--- src/rtl/vec_mul_pkg.sv ---
// Shared types for the vec_mul arbiter slice.
// Lock FSM states, stat counter width, pointer wrap helper.
package vec_mul_pkg;

  typedef enum logic {
    IDLE   = 1'b0,
    LOCKED = 1'b1
  } arb_state_t;

  localparam int STAT_W = 16;

  function automatic int wrap_inc(int i, int n);
    return (i + 1 >= n) ? 0 : i + 1;
  endfunction

endpackage

--- src/rtl/rr_arbiter.sv ---
// Combinational round-robin pick: first set request
// at or above the pointer, wrapping around.
module rr_arbiter #(
  parameter int NUM_REQ = 4,
  parameter int ID_W    = 2
) (
  input  logic [NUM_REQ-1:0] req_i,
  input  logic [ID_W-1:0]    ptr_i,
  output logic [NUM_REQ-1:0] gnt_o,
  output logic [ID_W-1:0]    idx_o,
  output logic               any_o
);

  // scan requests starting at the pointer, wrapping once
  always_comb begin
    int j;
    logic [ID_W-1:0] jj;
    gnt_o = '0;
    idx_o = '0;
    any_o = 1'b0;
    j     = 0;
    jj    = '0;
    for (int k = 0; k < NUM_REQ; k++) begin
      j = int'(ptr_i) + k;
      if (j >= NUM_REQ) j = j - NUM_REQ;
      jj = ID_W'(j);
      if (!any_o && req_i[jj]) begin
        any_o     = 1'b1;
        idx_o     = jj;
        gnt_o[jj] = 1'b1;
      end
    end
  end

endmodule

--- src/rtl/vec_mul_arb.sv ---
// Packet-locked round-robin arbiter in front of vec_mul.
// Optional VEC_MUL_ARB_STATS_EN adds packet/stall counters.
module vec_mul_arb
  import vec_mul_pkg::*;
#(
  parameter int NUM_REQ    = 4,
  parameter int I_BW       = 8,
  parameter int VECTOR_LEN = 13,
  parameter int ID_W       = $clog2(NUM_REQ)
) (
  input  logic                               clk_i,
  input  logic                               rst_n_i,
  input  logic [NUM_REQ*VECTOR_LEN*I_BW-1:0] req_data0_i,
  input  logic [NUM_REQ*VECTOR_LEN*I_BW-1:0] req_data1_i,
  input  logic [NUM_REQ-1:0]                 req_valid_i,
  input  logic [NUM_REQ-1:0]                 req_last_i,
  output logic [NUM_REQ-1:0]                 req_ready_o,
  output logic [VECTOR_LEN*I_BW-1:0]         mul_data0_o,
  output logic [VECTOR_LEN*I_BW-1:0]         mul_data1_o,
  output logic                               mul_valid_o,
  output logic                               mul_last_o,
  input  logic                               mul_ready_i,
  output logic [ID_W-1:0]                    mul_id_o
`ifdef VEC_MUL_ARB_STATS_EN
  ,
  output logic [NUM_REQ*STAT_W-1:0]          stat_pkts_o,
  output logic [STAT_W-1:0]                  stat_stall_o
`endif
);

  localparam int VW = VECTOR_LEN * I_BW;

  arb_state_t         state;
  logic [ID_W-1:0]    owner;
  logic [ID_W-1:0]    rr_ptr;
  logic [ID_W-1:0]    nxt_ptr;

  logic [NUM_REQ-1:0] arb_gnt;
  logic [ID_W-1:0]    arb_idx;
  logic               arb_any;

  logic [NUM_REQ-1:0] own_oh;
  logic [NUM_REQ-1:0] grant;
  logic [ID_W-1:0]    sel_idx;
  logic               locked;
  logic               sel_valid;
  logic               sel_last;
  logic [VW-1:0]      sel_d0;
  logic [VW-1:0]      sel_d1;
  logic               load_ok;
  logic               accept;

  rr_arbiter #(
    .NUM_REQ (NUM_REQ),
    .ID_W    (ID_W)
  ) u_rr (
    .req_i   (req_valid_i),
    .ptr_i   (rr_ptr),
    .gnt_o   (arb_gnt),
    .idx_o   (arb_idx),
    .any_o   (arb_any)
  );

  // one-hot of the locked owner
  always_comb begin
    own_oh        = '0;
    own_oh[owner] = 1'b1;
  end

  assign locked    = (state == LOCKED);
  assign grant     = locked ? own_oh : arb_gnt;
  assign sel_idx   = locked ? owner : arb_idx;
  assign sel_valid = (locked | arb_any) & req_valid_i[sel_idx];
  assign sel_last  = req_last_i[sel_idx];
  assign sel_d0    = req_data0_i[int'(sel_idx)*VW +: VW];
  assign sel_d1    = req_data1_i[int'(sel_idx)*VW +: VW];
  assign load_ok   = !mul_valid_o | mul_ready_i;
  assign accept    = sel_valid & load_ok;
  assign nxt_ptr   = ID_W'(wrap_inc(int'(sel_idx), NUM_REQ));

  assign req_ready_o = grant & {NUM_REQ{load_ok & rst_n_i}};

  // lock FSM, rr pointer and output beat register
  always_ff @(posedge clk_i or negedge rst_n_i) begin
    if (!rst_n_i) begin
      state       <= IDLE;
      owner       <= '0;
      rr_ptr      <= '0;
      mul_valid_o <= 1'b0;
      mul_last_o  <= 1'b0;
      mul_id_o    <= '0;
      mul_data0_o <= '0;
      mul_data1_o <= '0;
    end else begin
      if (load_ok) begin
        mul_valid_o <= accept;
        mul_last_o  <= accept & sel_last;
        if (accept) begin
          mul_id_o    <= sel_idx;
          mul_data0_o <= sel_d0;
          mul_data1_o <= sel_d1;
        end
      end
      if (accept) begin
        unique case (state)
          IDLE: begin
            if (sel_last) begin
              rr_ptr <= nxt_ptr;
            end else begin
              state <= LOCKED;
              owner <= sel_idx;
            end
          end
          LOCKED: begin
            if (sel_last) begin
              state  <= IDLE;
              rr_ptr <= nxt_ptr;
            end
          end
          default: state <= IDLE;
        endcase
      end
    end
  end

`ifdef VEC_MUL_ARB_STATS_EN
  logic [STAT_W-1:0] pkt_cnt [NUM_REQ];
  logic [STAT_W-1:0] stall_cnt;

  // saturating completed-packet and stall counters
  always_ff @(posedge clk_i or negedge rst_n_i) begin
    if (!rst_n_i) begin
      for (int r = 0; r < NUM_REQ; r++) pkt_cnt[r] <= '0;
      stall_cnt <= '0;
    end else begin
      for (int r = 0; r < NUM_REQ; r++) begin
        if (accept && sel_last &&
            sel_idx == ID_W'(r) && pkt_cnt[r] != '1)
          pkt_cnt[r] <= pkt_cnt[r] + 1'b1;
      end
      if (mul_valid_o && !mul_ready_i && stall_cnt != '1)
        stall_cnt <= stall_cnt + 1'b1;
    end
  end

  for (genvar r = 0; r < NUM_REQ; r++) begin : g_stat
    assign stat_pkts_o[r*STAT_W +: STAT_W] = pkt_cnt[r];
  end
  assign stat_stall_o = stall_cnt;
`endif

endmodule
--- config.mk ---
export PLATFORM = sky130hd
export DESIGN_NAME = vec_mul_arb
export DESIGN_NICKNAME = d
export VERILOG_FILES = /design/src/rtl/vec_mul_pkg.sv /design/src/rtl/rr_arbiter.sv /design/src/rtl/vec_mul_arb.sv
export SDC_FILE = /design/constraint.sdc
export NUM_CORES = 1
export LEC_CHECK = 0
export BUFFER_PORTS_ARGS = -buffer_cell sky130_fd_sc_hd__buf_2
export CAP_MARGIN = 20
export CORE_AREA = 8 8 406 408
export CTS_CLUSTER_DIAMETER = 200
export DETAILED_ROUTE_END_ITERATION = 16
export DIE_AREA = 0 0 414 416
export GPL_TIMING_DRIVEN = 0
export PLACE_DENSITY = 0.34
export SETUP_SLACK_MARGIN = 0.2
export SYNTH_ARGS = -nofsm -noshare
export SYNTH_HDL_FRONTEND = slang
export SYNTH_SLANG_ARGS = --single-unit
--- constraint.sdc ---
create_clock -name clk_i -period 4.2 [get_ports clk_i]
set_input_delay 0.42 -clock clk_i [delete_from_list [all_inputs] [get_ports clk_i]]
set_output_delay 0.42 -clock clk_i [all_outputs]
set_load 0.05 [all_outputs]
==> results of run 1 <==
critical path, delay by kind of cell (launching register included):
kind	cells	cell delay (ps)
and+or+nand+nor	1	170
muxes	2	490
AOI/OAI and AO/OA	3	800
adders and majority gates	1	280
DFF	1	380
buffers and inverters	8	1600
layout make-up:
class,count,area [µm²],share of cell area (%)
Antenna cell,31,77.6,0.307
Buffer,170,1020,4.03
Clock buffer,51,1010,3.98
Clock inverter,10,97.6,0.386
Inverter,8,37.5,0.148
Multi-Input combinational cell,1547,9270,36.6
Sequential cell,217,5430,21.5
Tap cell,2086,2610,10.3
Timing Repair Buffer,1087,5740,22.7
power groups by stage:
| stage | clock network (mW) | logic, mW | registers, mW |
|---|---|---|---|
| after global routing | 3.21 | 24.3 | 4.08 |
| after detailed placement | 0 | 22.5 | 3.95 |
| after CTS | 3.16 | 23.1 | 3.93 |
| after global placement | 0 | 22.2 | 3.94 |
| after floorplan | 0 | 9.89 | 7.56 |
| final | 2.98 | 22.8 | 3.93 |
Yosys cell counts, types with 7 or more instances:
cell type  instances
dfrtp_1          217
mux2_4           102
inv_1              8
buf_6             16
ha_1               7
mux2_2           111
o21ai_0            7
nor2_1             8
clkbuf_1         136
and3_1           212
buf_2             13
mux2i_1            9
a31oi_1          208
nand2_1          840
state kept, by name, indices dropped and copies added (netlist names):
register     cells
mul_last_o       1
mul_valid_o      1
locked           1
mul_data1_o    104
mul_data0_o    104
mul_id_o         2
rr_ptr           2
owner            2
repair_timing:
item                                   CTS  global route
pin swaps                                3             5
hold buffers                             1             0
gates resized for setup                126            41
setup buffers                            7             7
endpoints found under the hold margin   35             0
setup endpoints to repair              219           214
per-stage QoR:
stage | setup TNS (ps) | util, % | worst slack [ps] | instance area [µm²] | hold WS (ps)
floorplan | 0 | - | 591 | 15400 | 124
global placement | -983930 | 14.7 | -3400 | 23300 | 477
detailed placement | -198980 | 14.8 | -1600 | 23600 | 383
CTS | 0 | 15.8 | 169 | 25100 | 201
global route | 0 | 15.9 | 137 | 25300 | 246
finish | 0 | 15.9 | 340 | 25300 | 268
path summary, 6_finish.rpt:
check | start | end | slack (ps) | cells after the start
worst max-delay path | rr_ptr[0] | mul_data1_o[56] | 340 | 15
worst min-delay path | req_data0_i[218] | mul_data0_o[10] | 270 | 4
worst max register to register | rr_ptr[0] | mul_data1_o[56] | 340 | 15
worst min register to register | mul_id_o[1] | mul_id_o[1] | 490 | 1
max in group asynchronous | rst_n_i | mul_data1_o[84] | 2880 | 3
min in group asynchronous | rst_n_i | mul_data0_o[57] | 350 | 2
kinds of logic after synthesis:
kind of cell,Yosys count,synth area share [%]
and+or+nand+nor,1072,29.8
buffers and inverters,178,5.23
AOI/OAI and AO/OA,244,10.2
muxes,223,18.8
adders and majority gates,7,0.569
DFF,217,35.3
xor gates and xnor gates,1,0.0569
metal layers:
metal,GRT usage (%),up-vias,share of wire (%)
li1,-,8959,-
met1,18.5,9645,40
met2,28.2,936,51
met3,3.36,210,5.9
met4,3.70,16,2.7
met5,0,-,0.068
==> flow_metrics.py, run 1 <==
metrics = {
    "power_and_ir_drop": {
        "leakage_nw": 12.8,
        "intPower_mw": 12.6,
        "seq_power_share_pct": 13.2,
        "power_density_mw_per_mm2": 1170,
        "comb_power_share_pct": 76.7,
        "swShare_pct": 57.6,
        "ir_worst_vdd_uv": 426,
        "netSwitchingPower_mw": 17.1,
        "power.share.clock_pct": 10.0,
        "total_power_mw": 29.7,
    },
    "logic_synthesis": {
        "ys.flop_type": "dfrtp_1",
        "synthCells": 1942,
        "async_flop_share_pct": 100,
        "yosys-top-cells-area": "dfrtp_1, nand2_1, mux2_4",
        "synth_edf_count": 0,
        "ys_types": 39,
        "yosysSeqAreaShare_pct": 35.3,
        "netlist_area_mm2": 0.0154,
        "syn_nets": 2792,
        "synth_area_per_cell_um2": 7.92,
        "synth_top_cell_by_area": "dfrtp_1",
        "ys_warn_count": 0,
        "ys_ff_latch": 217,
        "synth_top_area_share_pct": 35.3,
    },
    "grt": {
        "antenna_found_initial": 100,
        "grt_pass1_vias": 20400,
        "grt-ovfl-total": 0,
        "grt_max_degree": 94,
        "grt_util_all_layers_pct": 15.5,
        "grt_pass1_wl_um": 186000,
    },
    "run_status": {
        "status": "completed",
    },
    "floorplan": {
        "initial_utilization_pct": 9.68,
        "die_y_um": 416,
        "core_mm2": 0.159,
        "die_w_um": 414,
        "io_pins": 1059,
        "rows": 147,
        "die_area_mm2": 0.172,
    },
    "sta": {
        "worst_slew_pin_slew_ps": 879,
        "fin_crit_ps": 3860,
        "clock.fmax_mhz": 259,
        "finClkSkew_ps": 22.3,
        "slew_violations": 0,
        "setup_viol": 0,
        "grt_setup_unrepaired": "yes",
        "hold_viol": 0,
        "fin_crit_sh_pct": 91.9,
        "relSlewSlack_pct": 41.4,
    },
    "drt": {
        "wl_um": 141000,
        "drt_drc_violations_left": 0,
        "dr.pass1.iters": 5,
        "vias_per_cell": 3.80,
        "antenna_left": 0,
        "vias": 19800,
        "wl_per_cell_um": 27.1,
        "drt_iter0_drc": 1098,
    },
    "worst_setup_path": {
        "arrival_ps": 4390,
        "cp-end-kind": "register",
        "cp_max_fo": 10,
        "start_kind": "register",
        "crit_required_ps": 4730,
        "crit_chain": "buf_6 -> clkinvlp_4 -> ha_4 -> buf_8 -> mux2_4 -> a221oi_2 -> o31a_1 -> clkbuf_2 -> clkbuf_16 -> clkbuf_1 -> buf_8 -> clkbuf_1 -> nand2_1 -> a31oi_1 -> mux2_4",
        "crit_type": "register to register",
        "cpPeakStageDelay_ps": 390,
        "slowest_stage": "a221oi_2",
    },
    "clock_tree": {
        "htree_levels": 2,
        "cts_buffers": 35,
        "clock-root-buffer": "clkbuf_16",
        "clk_path_buf_depth": 3,
        "clock_latency_ps": 580,
        "clk_pin_slew_ps": 60,
        "tritoncts": "yes",
        "cts.sinks": 217,
    },
    "placed_design": {
        "dpl.hpwl_um": 121000,
        "dpl.cell_count": 5100,
        "port-buffer-count": 1058,
        "gp_congestion": 0.925,
    },
    "finish": {
        "num-fill-cells": 18500,
        "layout_commonest_cell": "buf_2",
        "area_growth_pct": 64.4,
        "stdcell_count": 5207,
        "most-common-layout-cells": "buf_2, nand2_1, dfrtp_1, and3_1, a31oi_1",
        "drive_gt1_share_pct": 48.0,
        "num-nets-final": 3916,
    },
    "run": {
        "maxCapViolations": 0,
    },
    "min_path": {
        "hp-class": "primary input to register",
    },
}
Note: power is estimated with default switching activity, not from simulation.
==> inputs of run 2 (changes only) <==
- PLACE_DENSITY: 0.34 -> unset
==> run 2 against run 1 <==
  * Utilization fell by 0.096 points
  * Count of clock-buffer cells in the layout fell by 10
  * Flip-flop and latch count did not move
  * Sequential share of layout area rose by 0.13 points
  * First-iteration DRC count rose by 71%
  * Non-clock buffer count fell by 12
  * Wire length rose by 11%
  * Largest power group unchanged
  * Combinational power barely moved
  * Total power rose by 0.28%
  * Critical path type unchanged
  * Sequential power rose by 1%
  * Setup slack got worse by 87 ps
==> flow_metrics.py, run 2 (synthesized netlist as in run 1, its figures left out) <==
metrics = {
    "finish": {
        "stdcell_count": 5205,
        "biggestRegsByFlops": "mul_data0_o: 104 flops, mul_data1_o: 104 flops",
        "drive_gt1_share_pct": 47.7,
        "area_growth_pct": 63.4,
        "regArea_mm2": 0.00543,
        "multiInputGateArea_mm2": 0.00927,
        "most-common-layout-cells": "buf_2, nand2_1, dfrtp_1, and3_1, a31oi_1",
        "num-fill-cells": 18500,
        "num-nets-final": 3903,
        "layout_commonest_cell": "buf_2",
    },
    "drt": {
        "wl_um": 157000,
        "vias": 21000,
        "wl_per_cell_um": 30.2,
        "antenna_left": 0,
        "drt_drc_violations_left": 0,
        "dr.pass1.iters": 9,
        "drt_iter0_drc": 1880,
        "vias_per_cell": 4.03,
    },
    "placed_design": {
        "dpl.hpwl_um": 136000,
        "port-buffer-count": 1058,
        "gp_congestion": 1.01,
        "dpl.cell_count": 5092,
    },
    "sta": {
        "relSlewSlack_pct": 48.9,
        "finClkSkew_ps": 34.8,
        "slew_violations": 0,
        "clock.fmax_mhz": 253,
        "grt_setup_unrepaired": "no",
        "worst_slew_pin_slew_ps": 767,
        "hold_viol": 0,
        "fin_crit_sh_pct": 94.0,
        "setup_viol": 0,
        "fin_crit_ps": 3950,
    },
    "floorplan": {
        "die_area_mm2": 0.172,
        "rows": 147,
        "io_pins": 1059,
        "initial_utilization_pct": 9.68,
        "core_mm2": 0.159,
        "die_y_um": 416,
        "die_w_um": 414,
    },
    "clock_tree": {
        "cts.sinks": 217,
        "tritoncts": "yes",
        "clk_path_buf_depth": 3,
        "cts_buffers": 34,
        "clock-root-buffer": "clkbuf_16",
        "clk_pin_slew_ps": 60,
        "clock_latency_ps": 600,
        "htree_levels": 2,
    },
    "grt": {
        "grt-ovfl-total": 0,
        "grt_pass1_wl_um": 202000,
        "grt_max_degree": 92,
        "antenna_found_initial": 128,
        "grt_util_all_layers_pct": 17.1,
        "grt_pass1_vias": 20900,
    },
    "worst_setup_path": {
        "slowest_stage": "buf_1",
        "start_kind": "register",
        "path_common_cell": "buf_6",
        "arrival_ps": 4440,
        "crit_type": "register to register",
        "cp-end-kind": "register",
        "cp_max_fo": 10,
        "cpPeakStageDelay_ps": 560,
        "crit_chain": "buf_6 -> clkinvlp_4 -> ha_1 -> buf_6 -> mux2_4 -> a21oi_2 -> nor2_2 -> o31ai_4 -> buf_4 -> clkbuf_1 -> buf_1 -> nand2_1 -> a31oi_1 -> mux2_2",
        "crit_required_ps": 4700,
    },
    "power_and_ir_drop": {
        "power.share.clock_pct": 10.6,
        "ir_worst_vdd_uv": 693,
        "comb_power_share_pct": 76.0,
        "power_density_mw_per_mm2": 1180,
        "intPower_mw": 12.3,
        "leakage_nw": 12.7,
        "seq_power_share_pct": 13.4,
        "netSwitchingPower_mw": 17.4,
        "swShare_pct": 58.6,
        "total_power_mw": 29.8,
    },
    "min_path": {
        "hp-class": "primary input to register",
    },
    "run_status": {
        "status": "completed",
    },
    "run": {
        "maxCapViolations": 0,
    },
}
## run 2: path summary, 6_finish.rpt
| path | startpoint | endpoint | slack (ps) | cells after the start |
|---|---|---|---|---|
| setup / recovery | rr_ptr[0] | mul_data1_o[100] | 250 | 14 |
| min in group asynchronous | rst_n_i | mul_data0_o[42] | 360 | 2 |
| hold / removal | req_data0_i[233] | mul_data0_o[25] | 280 | 4 |
| setup reg to reg | rr_ptr[0] | mul_data1_o[100] | 250 | 14 |
| max in group asynchronous | rst_n_i | mul_data1_o[6] | 2720 | 3 |
| hold reg to reg | mul_id_o[1] | mul_id_o[1] | 490 | 1 |
## run 2: per-layer routing
| layer | GRT usage (%) | vias to the layer above | routed length, µm |
|---|---|---|---|
| met5 | 0 | - | 248 |
| met4 | 4.57 | 40 | 5370 |
| met3 | 6.32 | 352 | 15500 |
| met2 | 30.2 | 1356 | 77300 |
| met1 | 19.4 | 10300 | 58800 |
| li1 | - | 8941 | - |
## run 2: timing repair
action,4_1_cts,5_1_grt
setup buffers,8,2
resized for setup,101,44
endpoints found under the hold margin,57,0
setup endpoints to repair,213,186
pin swaps,1,3
hold buffers,1,0
## run 2: metrics by stage
step                      worst slack (ps)  hold WS [ps]  setup TNS (ps)  area (µm²)  util [%]
final                                  253           279               0       25100      15.8
after global routing                   207           255               0       25100      15.8
after floorplan                        591           124               0       15400         -
after detailed placement             -1510           423         -187460       23400      14.7
after global placement               -2770           475         -929130       23300      14.7
after CTS                              169           216               0       25000      15.7
## run 2: power by group through the flow
stage / combinational, mW / sequential [mW] / clock (mW)
floorplan: 9.89 / 7.56 / 0
global placement: 21.9 / 3.97 / 0
detailed placement: 22.1 / 3.98 / 0
CTS: 22.6 / 3.97 / 3.31
global route: 23.8 / 4.09 / 3.35
finish: 22.6 / 3.98 / 3.16
## run 2: worst max-delay path, delay by kind of cell, from the launching register on
kind,cells,cell delay [ps]
fa+ha+maj,1,300
mux,2,580
simple gates,2,210
flops,1,360
buf+inv,6,1460
compound gates,3,960
## run 2: area by class of cell
class	count	share of cell area (%)
inverters	8	0.134
diodes	40	0.398
repair buffers	1075	22.1
flip-flops and latches	217	21.6
multi-input cells	1547	36.9
clock inverters	21	0.931
well taps	2086	10.4
plain buffers	170	3.88
clock buffers	41	3.69
==> inputs of run 3 (changes only) <==
- CELL_PAD_IN_SITES_DETAIL_PLACEMENT: unset -> 0
- CELL_PAD_IN_SITES_GLOBAL_PLACEMENT: unset -> 2
- CORE_AREA: 8 8 406 408 -> 8 8 407 409
- DIE_AREA: 0 0 414 416 -> 0 0 415 417
- PLACE_DENSITY_LB_ADDON: unset -> 0.1
==> run 3 against run 2 <==
  * Setup slack better by 86 ps
  * Clock skew shrank 9.1 ps
  * Critical endpoint is now req_ready_o[0]
  * Via count is 10% lower
  * Sequential share of layout area is 0.24 points lower
  * Largest power group unchanged
  * Largest cell class unchanged
  * Critical path depth decreased by 1
  * Sequential power decreased by 2%
==> flow_metrics.py, run 3 (synthesized netlist as in run 1, its figures left out) <==
metrics = {
    "floorplan": {
        "die_area_mm2": 0.173,
        "die_y_um": 417,
        "die_w_um": 415,
        "initial_utilization_pct": 9.66,
        "io_pins": 1059,
        "rows": 147,
        "core_mm2": 0.159,
    },
    "worst_setup_path": {
        "crit_required_ps": 3780,
        "start_kind": "register",
        "crit_type": "register to primary output",
        "rrSetupSlack_ps": 440,
        "rr_worst_depth": 15,
        "arrival_ps": 3440,
        "crit_chain": "buf_8 -> clkinvlp_4 -> ha_4 -> buf_8 -> mux2_4 -> mux2_4 -> a211oi_4 -> a22oi_1 -> nor2_1 -> a221oi_1 -> o22ai_1 -> and3_1 -> buf_6",
        "cp-end-kind": "primary output",
        "r2r-start": "rr_ptr[0]",
        "critPathLaunch": "rr_ptr[0]",
        "cp_max_fo": 5,
        "regToRegEndpoint": "mul_data1_o[71]",
        "cpPeakStageDelay_ps": 390,
        "slowest_stage": "dfrtp_2",
    },
    "placed_design": {
        "gp_congestion": 0.753,
        "place_ws_ps": -1650,
        "dpl.hpwl_um": 111000,
        "placed_area_mm2": 0.0235,
        "port-buffer-count": 1058,
    },
    "min_path": {
        "hp-class": "primary input to register",
        "hold_end": "mul_data0_o[37]",
        "hold_depth": 4,
        "worstHoldStart": "req_data0_i[245]",
    },
    "sta": {
        "worst_slew_pin_slew_ps": 940,
        "grt_setup_unrepaired": "yes",
        "fin_crit_sh_pct": 91.9,
        "relSlewSlack_pct": 37.3,
        "slew_violations": 0,
        "setup_viol": 0,
        "clock.fmax_mhz": 259,
        "hold_viol": 0,
        "fin_crit_ps": 3860,
        "fin_hold_ws_ps": 268,
        "finClkSkew_ps": 25.7,
        "setup_ws_ps": 339,
    },
    "power_and_ir_drop": {
        "ir_worst_vdd_uv": 393,
        "power_density_mw_per_mm2": 1140,
        "leakage_nw": 12.9,
    },
    "run_status": {
        "status": "completed",
    },
    "finish": {
        "fin_util_pct": 16.0,
        "design_area_mm2": 0.0254,
        "biggestRegsByFlops": "mul_data0_o: 104 flops, mul_data1_o: 104 flops",
        "drive_gt1_share_pct": 48.4,
        "num-fill-cells": 18700,
        "layout_commonest_cell": "buf_2",
        "num-nets-final": 3917,
        "area_growth_pct": 65.3,
        "most-common-layout-cells": "buf_2, nand2_1, dfrtp_1, and3_1, a31oi_1",
    },
    "grt": {
        "grt_pass1_vias": 20900,
        "grt_pass1_wl_um": 181000,
        "grt-ovfl-total": 0,
        "grt_util_all_layers_pct": 14.9,
        "grt_max_degree": 87,
        "antenna_found_initial": 127,
    },
    "clock_tree": {
        "clk_path_buf_depth": 3,
        "clock-root-buffer": "clkbuf_16",
        "cts_buffers": 39,
        "htree_levels": 2,
        "clk_pin_slew_ps": 50,
        "tritoncts": "yes",
        "clock_latency_ps": 600,
        "cts.sinks": 217,
    },
    "drt": {
        "wl_per_cell_um": 25.8,
        "drt_drc_violations_left": 0,
        "wl_um": 135000,
        "dr.pass1.iters": 4,
        "drt_iter0_drc": 841,
        "vias_per_cell": 3.60,
        "vias": 18800,
        "antenna_left": 0,
    },
    "run": {
        "maxCapViolations": 0,
    },
}
run 3: cell types whose count changed in the layout (fill, tap and decap cells not counted), sizes merged:
cell,delta
buf,+8
bufinv,-1
clkbuf,+19
clkinv,-4
clkinvlp,-3
diode,+11
inv,-3
run 3: report_power, final:
part	switching (mW)	internal (mW)	total, mW
registers	0.595	3.30	3.89
clock network	1.35	2.09	3.44
logic	14.3	7.45	21.8
total	16.3	12.8	29.1
run 3: layout make-up:
| class | count | area (µm²) | area share (%) |
|---|---|---|---|
| inverters | 8 | 36.3 | 0.143 |
| multi-input cells | 1547 | 9220 | 36.3 |
| repair buffers | 1084 | 5650 | 22.2 |
| clock inverters | 10 | 105 | 0.413 |
| flip-flops and latches | 217 | 5430 | 21.4 |
| plain buffers | 170 | 1050 | 4.13 |
| clock buffers | 59 | 1200 | 4.73 |
| diodes | 51 | 128 | 0.502 |
| well taps | 2086 | 2610 | 10.3 |
run 3: metal layers:
layer	wire [µm]	track usage, %	vias up	share of wire [%]
li1	-	-	8980	-
met1	49300	15.3	8742	36
met2	70400	27.8	779	52
met3	10200	5.35	259	7.5
met4	4990	5.35	54	3.7
met5	327	0	-	0.24
run 3: how the worst max path moves through the flow:
stage                                   to  cells past startpoint
after global routing        req_ready_o[3]                     13
after global placement     mul_data1_o[40]                      1
after floorplan           mul_data0_o[100]                     14
after CTS                   req_ready_o[3]                     13
final                       req_ready_o[0]                     13
after detailed placement   mul_data0_o[14]                     14
run 3: what timing repair did:
action,CTS,global route
pin swaps,3,7
buffers inserted,8,8
hold buffers,1,0
gates cloned,0,1
gates resized for setup,155,7
endpoints found under the hold margin,63,0
setup endpoints to repair,216,126
run 3: metrics by stage:
| step | power, mW | instances | TNS [ps] |
|---|---|---|---|
| global route | 31.5 | 5207 | 0 |
| CTS | 30.1 | 5172 | 0 |
| global placement | 25.9 | 5086 | -1018470 |
| finish | 29.1 | 5232 | 0 |
| detailed placement | 25.9 | 5094 | -202050 |
| floorplan | 17.4 | 1942 | 0 |
run 3: worst max-delay path, delay by kind of cell, from the launching register on:
kind	cells	cell delay (ps)
compound gates	4	730
fa+ha+maj	1	280
buf+inv	4	490
flops	1	390
mux	2	650
simple gates	2	310
